## src/rtl/handshake_sink_if.sv

```systemverilog
// Valid/ready/data channel bundle terminated by handshake_sink.
interface handshake_sink_if #(
  parameter int DATA_BITS = 8
);
  logic                 valid;
  logic                 ready;
  logic [DATA_BITS-1:0] data;

  // Upstream producer drives valid and data.
  modport master (output valid, output data, input ready);
  // Sink drives ready.
  modport slave (input valid, input data, output ready);
endinterface

```

## src/rtl/handshake_sink.sv

```systemverilog
// Configurable handshake channel terminator: backpressure generator,
// beat statistics and sticky upstream protocol checker.
module handshake_sink #(
  parameter int          DATA_BITS   = 8,
  parameter int          CNT_BITS    = 32,
  parameter int          READY_MODE  = 0,
  parameter int          READY_ON    = 2,
  parameter int          READY_OFF   = 3,
  parameter logic [15:0] LFSR_SEED   = 16'hACE1,
  parameter int          RAND_THRESH = 128
) (
  input  logic                 clk,
  input  logic                 rst_n,
  input  logic                 enable_i,
  input  logic                 err_clr_i,
  handshake_sink_if.slave      bus,
  output logic [CNT_BITS-1:0]  beat_count_o,
  output logic [DATA_BITS-1:0] last_data_o,
  output logic [DATA_BITS-1:0] checksum_o,
  output logic                 proto_err_o
);

  localparam int PERIOD  = READY_ON + READY_OFF;
  localparam int PH_BITS = $clog2(PERIOD + 1);
  localparam logic [PH_BITS-1:0] PH_LAST = PH_BITS'(PERIOD - 1);
  localparam logic [PH_BITS-1:0] PH_ON   = PH_BITS'(READY_ON);
  localparam logic [8:0]         THRESH  = 9'(RAND_THRESH);

  logic                 ready_q, ready_d;
  logic [PH_BITS-1:0]   ph_q, ph_d;
  logic [15:0]          lfsr_q, lfsr_d;
  logic [CNT_BITS-1:0]  count_q, count_d;
  logic [DATA_BITS-1:0] last_q, last_d;
  logic [DATA_BITS-1:0] sum_q, sum_d;
  logic                 err_q, err_d;
  logic [DATA_BITS-1:0] shadow_q, shadow_d;
  logic                 stall_q, stall_d;
  logic                 pat;
  logic                 beat;
  logic                 stall;
  logic                 violation;

  // Next-state logic: ready pattern, statistics and protocol checking.
  always_comb begin
    pat       = 1'b1;
    ph_d      = ph_q;
    lfsr_d    = {1'b0, lfsr_q[15:1]} ^ (lfsr_q[0] ? 16'hB400 : 16'h0000);
    count_d   = count_q;
    last_d    = last_q;
    sum_d     = sum_q;
    shadow_d  = shadow_q;
    err_d     = err_q;

    // The duty-cycle phase freezes while disabled so the pattern resumes.
    if (enable_i) begin
      ph_d = (ph_q == PH_LAST) ? '0 : ph_q + 1'b1;
    end

    case (READY_MODE)
      1:       pat = (ph_q < PH_ON);
      2:       pat = ({1'b0, lfsr_q[7:0]} < THRESH);
      default: pat = 1'b1;
    endcase
    ready_d = enable_i && pat;

    beat      = bus.valid && ready_q;
    stall     = bus.valid && !ready_q;
    violation = stall_q && (!bus.valid || (bus.data != shadow_q));
    stall_d   = stall;

    if (beat) begin
      count_d = count_q + 1'b1;
      last_d  = bus.data;
      sum_d   = sum_q + bus.data;
    end
    if (stall) begin
      shadow_d = bus.data;
    end

    // A fresh violation outranks a simultaneous clear.
    if (violation) begin
      err_d = 1'b1;
    end else if (err_clr_i) begin
      err_d = 1'b0;
    end
  end

  // State registers with asynchronous active-low reset.
  always_ff @(posedge clk or negedge rst_n) begin
    if (!rst_n) begin
      ready_q  <= 1'b0;
      ph_q     <= '0;
      lfsr_q   <= LFSR_SEED;
      count_q  <= '0;
      last_q   <= '0;
      sum_q    <= '0;
      err_q    <= 1'b0;
      shadow_q <= '0;
      stall_q  <= 1'b0;
    end else begin
      ready_q  <= ready_d;
      ph_q     <= ph_d;
      lfsr_q   <= lfsr_d;
      count_q  <= count_d;
      last_q   <= last_d;
      sum_q    <= sum_d;
      err_q    <= err_d;
      shadow_q <= shadow_d;
      stall_q  <= stall_d;
    end
  end

  assign bus.ready    = ready_q;
  assign beat_count_o = count_q;
  assign last_data_o  = last_q;
  assign checksum_o   = sum_q;
  assign proto_err_o  = err_q;

endmodule

```

## src/flat_wrapper.sv

```systemverilog
// flat-port wrapper written by rule: the top's interface ports become plain ports
module handshake_sink_flat 
#(
  parameter int          DATA_BITS   = 8,
  parameter int          CNT_BITS    = 32,
  parameter int          READY_MODE  = 0,
  parameter int          READY_ON    = 2,
  parameter int          READY_OFF   = 3,
  parameter logic [15:0] LFSR_SEED   = 16'hACE1,
  parameter int          RAND_THRESH = 128
)
  (clk, rst_n, enable_i, err_clr_i, beat_count_o, last_data_o, checksum_o, proto_err_o, bus_valid, bus_data, bus_ready);
  handshake_sink_if #(.DATA_BITS(DATA_BITS)) bus_i ();
  input  logic clk;
  input  logic rst_n;
  input  logic enable_i;
  input  logic err_clr_i;
  output logic [CNT_BITS-1:0] beat_count_o;
  output logic [DATA_BITS-1:0] last_data_o;
  output logic [DATA_BITS-1:0] checksum_o;
  output logic proto_err_o;
  input wire logic [$bits(bus_i.valid)-1:0] bus_valid;
  input wire logic [$bits(bus_i.data)-1:0] bus_data;
  output wire logic [$bits(bus_i.ready)-1:0] bus_ready;
  assign bus_i.valid = bus_valid;
  assign bus_i.data = bus_data;
  assign bus_ready = bus_i.ready;
  handshake_sink #(.DATA_BITS(DATA_BITS), .CNT_BITS(CNT_BITS), .READY_MODE(READY_MODE), .READY_ON(READY_ON), .READY_OFF(READY_OFF), .LFSR_SEED(LFSR_SEED), .RAND_THRESH(RAND_THRESH)) u_core (.clk(clk), .rst_n(rst_n), .enable_i(enable_i), .err_clr_i(err_clr_i), .bus(bus_i), .beat_count_o(beat_count_o), .last_data_o(last_data_o), .checksum_o(checksum_o), .proto_err_o(proto_err_o));
endmodule
```

## config.mk

```make
export PLATFORM = sky130hd
export DESIGN_NAME = handshake_sink_flat
export DESIGN_NICKNAME = d
export VERILOG_FILES = /design/src/rtl/handshake_sink_if.sv /design/src/rtl/handshake_sink.sv /design/src/flat_wrapper.sv
export SDC_FILE = /design/constraint.sdc
export NUM_CORES = 1
export LEC_CHECK = 0
export CAP_MARGIN = 20
export CORE_MARGIN = 2
export CORE_UTILIZATION = 48
export CTS_CLUSTER_SIZE = 20
export DETAILED_ROUTE_END_ITERATION = 8
export GPL_TIMING_DRIVEN = 0
export PLACE_DENSITY = 0.8
export RECOVER_POWER = 100
export SLEW_MARGIN = 40
export SYNTH_ARGS = -nofsm -noshare
export SYNTH_HDL_FRONTEND = slang
export SYNTH_SLANG_ARGS = --single-unit
```

## constraint.sdc

```tcl
create_clock -name clk -period 2.22 [get_ports clk]
set_input_delay 0.444 -clock clk [delete_from_list [all_inputs] [get_ports clk]]
set_output_delay 0.444 -clock clk [all_outputs]
set_load 0.01 [all_outputs]
```

# After elaboration in Yosys (flattened, before gate mapping)
# Cells that the tools add are included.
# Widths: inputs -> output; s select.
# totals
register_bits	59
output_inout_bits	50
wordCells	19
input_bits	13
# classes
n_mux	2
add_sub_neg	2
n_eq_ne	1
reduce_logical	7
# ops
op	n
$add 32x1->32 const B	1
$add 8x8->8	1
$ne 8x8->1	1
$logic_and 1x1->1	3
$logic_not 1->1	2
$mux 1	2
$reduce_bool 2->1	1
$logic_or 1x1->1	1

# Longest topological paths before layout
# logic_depth
depth_word	4
mapped_depth	8
ltp_nobuf	8

# Worst setup path before layout
# No wires, ideal clock.
# synth_timing
kind	input to register
start	in bus_data[0]
end	reg u_core.sum_q[6], in the netlist u_core.checksum_o[6]
cell_stages	8
required_time_ns	2.125
slack_ns	0.453
n_path_buf	0
setup_time_ns	0.095
arrival_time_ns	1.672
path_cell_list	ha_1 -> inv_1 -> fa_1 -> nand2b_1 -> a21oi_1 -> o21a_1 -> nor3_1 -> o31ai_1
# synth_via
elab_chain_cells	1
# synth_rtl
item	line_no	text
from (decl)	flat_wrapper.sv:23	input wire logic [$bits(bus_i.data)-1:0] bus_data;
$add 8x8->8	handshake_sink.sv:74	sum_d = sum_q + bus.data;
to (signal assigned)	handshake_sink.sv:106	sum_q <= sum_d;
to (decl)	handshake_sink.sv:34	logic [DATA_BITS-1:0] sum_q, sum_d;
# No other way between the ends.
# A chain may end at the register's enable or synchronous reset.

# Worst setup path after layout
# layout_timing
start	in bus_data[3]
end	reg u_core.sum_q[7], in the netlist u_core.checksum_o[7]
# The elaborated chain is that of the path after synthesis.

==> impl_metrics.ini <==
[status]
status = finished, final reports clean

[timing]
slew_headroom_pct = 6.60
setup_viol_count_final = 0
skew_ns = 0.00752
period_share_pct = 92.9
layout_setup_ws_ns = 0.157
worst_slew_pin_slew_ns = 1.40
rsz0062_at_grt = false
max_freq_ghz = 0.485
hold_viol = 0
report.final.slew_viol_count = 0
min_period_ns = 2.06

[floorplan]
die_h_um = 80.3
die_area_um2 = 6440
core_area_um2 = 5570
die_w_um = 80.3
start_util_pct = 50.1
ios = 63
std_cell_rows = 27

[logic_synthesis]
syn_area_um2 = 2790
postSynthCellCount = 253
synth.avg_cell_area_um2 = 11.0
synth_ff_type = dfrtp_1
synthTopCellsByArea = dfrtp_1 (53%), xnor2_1 (9.1%), nand2_1 (6.7%)
syn_nets = 275
synth_warnings = 0
ys_seq_elements = 59
synth_top_area_share_pct = 52.9
synth_edf_count = 0
yosys.area.top_type = dfrtp_1
ys_async_sr_fraction_pct = 100
synth_cell_types = 38
yosysSeqAreaShare_pct = 52.9

[routing]
ant_nets = 0
via_per_inst = 5.16
drtIter0Drc = 154
postRouteWirelength_um = 5690
drcViolationCount = 0
routedWlPerCell_um = 14.1
num_vias = 2086
first_pass_iters = 4

[setup_path]
critical_path.top_delay_family = buffers and inverters
worst_ep_arrival_time_ns = 2.26
cp-start-kind = input pin
worstSetupPathType = in -> reg
path_buf_inv = 1
critPathMaxStageDelay_ns = 0.50
cp_cell_sequence = clkdlybuf4s50_1, ha_1, nand3_1, o211ai_1, mux2i_1, o21ai_0, xor2_1
r2r_cells = 6
crit_fanout = 5
critPathSlowestCell = clkdlybuf4s50_1
end_kind = register
timing.critical_path.required_ns = 2.42
cp.depth = 7

[pwr]
clockPowerShare_pct = 29.4
power.internal_uw = 2230
p_comb_share_pct = 27.6
p_sw_share_pct = 30.4
p_leak_uw = 0.00175
power.density_nw_per_um2 = 863
ir_worst_vdd_mv = 0.556
p_total_uw = 3200
p_seq_share_pct = 43.0
p_switching_uw = 975

[grt]
grt_usage_pct = 20.0
overflow = 0
grt_max_degree = 36
grt_pass1_vias = 2147
grt_pass1_wl_um = 9740
antenna_found_initial = 0

[placed_design]
gp_congestion = 0.798
portBuffers = 62
place_inst = 388
dpl_worst_slack_ns = -0.318
place_hpwl_um = 4100

[finish]
diodes = 0
drive_above_1_share_pct = 9.04
layout_common_cells = dfrtp_1 (59), dlygate4sd3_1 (52), nand2_1 (50), xnor2_1 (29), nand3_1 (17)
fin_nets = 349
layout.cells.non_filler = 404
fillers = 442
layout_commonest_cell = dfrtp_1
synthToLayoutAreaGrowth_pct = 33.0

[clock_tree]
cts_made_buffers = 9
clockRootBuffer = clkbuf_8
ctsHoldBuffers = 0
cts_max_path_buffers = 2
cts_tree = yes
cts.sinks = 59
cts.clk_slew.worst_paths_ns = 0.07
clock_latency_ns = 0.33
cts_setup_buffers = 0
htreeDepth = 3

[job]
maxCapViolations = 0

[min_path]
min_path_type = in -> async
==> metrics by stage <==
step	instance area, um2	hold WS [ns]	TNS [ns]	utilization [%]
2_1_floorplan	2790	0.148	0	-
3_3_place_gp	3500	0.456	-68.41	62.8
3_5_place_dp	3520	0.372	-1.58	63.1
4_1_cts	3710	0.0138	0	66.6
5_1_grt	3710	0.465	0	66.6
6_report	3710	0.422	0	66.6
==> cells by family after synthesis <==
family | count (synthesis) | share of synthesized area (%)
buffers and inverters | 10 | 1.34
AND/OR/NAND/NOR | 102 | 19.9
AO/OA/AOI/OAI | 21 | 4.48
adder cells (fa/ha/maj) | 9 | 4.30
flip-flops | 59 | 52.9
multiplexers | 9 | 3.59
XOR/XNOR | 43 | 13.5
==> final timing paths <==
path | from | to | slack (ns)
hold reg to reg | u_core.checksum_o[7] | u_core.checksum_o[7] | 0.47
hold / removal | rst_n | u_core.last_data_o[1] | 0.42
setup / recovery | bus_data[3] | u_core.checksum_o[7] | 0.16
max in group asynchronous | rst_n | u_core.beat_count_o[22] | 0.97
min in group clk | bus_data[0] | u_core.last_data_o[0] | 0.43
setup reg to reg | u_core.beat_count_o[0] | u_core.beat_count_o[22] | 0.23
==> synthesized netlist by cell type (2+ instances only) <==
cell type  number
dfrtp_1        59
nand2_1        50
xnor2_1        29
nand3_1        17
xor2_1         14
o21ai_0         9
ha_1            8
mux2_2          8
inv_1           6
nand4_1         6
nor2_1          6
a21oi_1         4
and4_1          4
nor3_1          4
clkbuf_1        3
nand3_4         2
o21a_1          2
o31ai_1         2
==> final cells by class <==
type,instances,area (um2),area share (%)
inverter,6,22.5,0.607
timing repair buffer,63,639,17.2
buffer,4,15.0,0.404
multi-input combinational,184,1280,34.5
sequential,59,1480,39.8
clock buffer,14,153,4.11
tap,72,90.1,2.43
clock inverter,2,35.0,0.944
==> routing by layer <==
| metal | vias to the layer above | global-route usage, % | routed length (um) |
|---|---|---|---|
| li1 | 1018 | - | - |
| met1 | 1009 | 27.4 | 2780 |
| met2 | 45 | 28.9 | 2540 |
| met3 | 14 | 4.49 | 218 |
| met4 | 0 | 12.0 | 156 |
| met5 | - | 0 | 0 |
==> timing repair <==
action                                  in CTS  in global routing
gates cloned                                 0                  0
endpoints found under the setup margin       1                  1
gates resized for setup                      1                  3
pin swaps                                    0                  0
==> power groups by stage <==
stage / registers [uW] / clock network [uW] / logic, uW
finish: 1380 / 942 / 885
global route: 1400 / 1020 / 1000
CTS: 1380 / 963 / 942
detailed placement: 1400 / 0 / 928
global placement: 1390 / 0 / 898
floorplan: 1440 / 0 / 451
==> registers in the layout (all words and copies together), names as in the netlist <==
register,cells
u_core.beat_count_o,32
u_core.checksum_o,8
u_core.last_data_o,8
u_core.shadow_q,8
u_core.bus.ready,1
u_core.proto_err_o,1
u_core.stall_q,1
==> worst register-to-register path, stage by stage (launching register included) <==
cell	delay, ns
dfrtp_1	0.43
ha_1	0.21
and4_1	0.27
nand4_1	0.23
nor3_1	0.41
nand3_1	0.18
xnor2_1	0.16
Note: power is estimated with default switching activity, not from simulation.
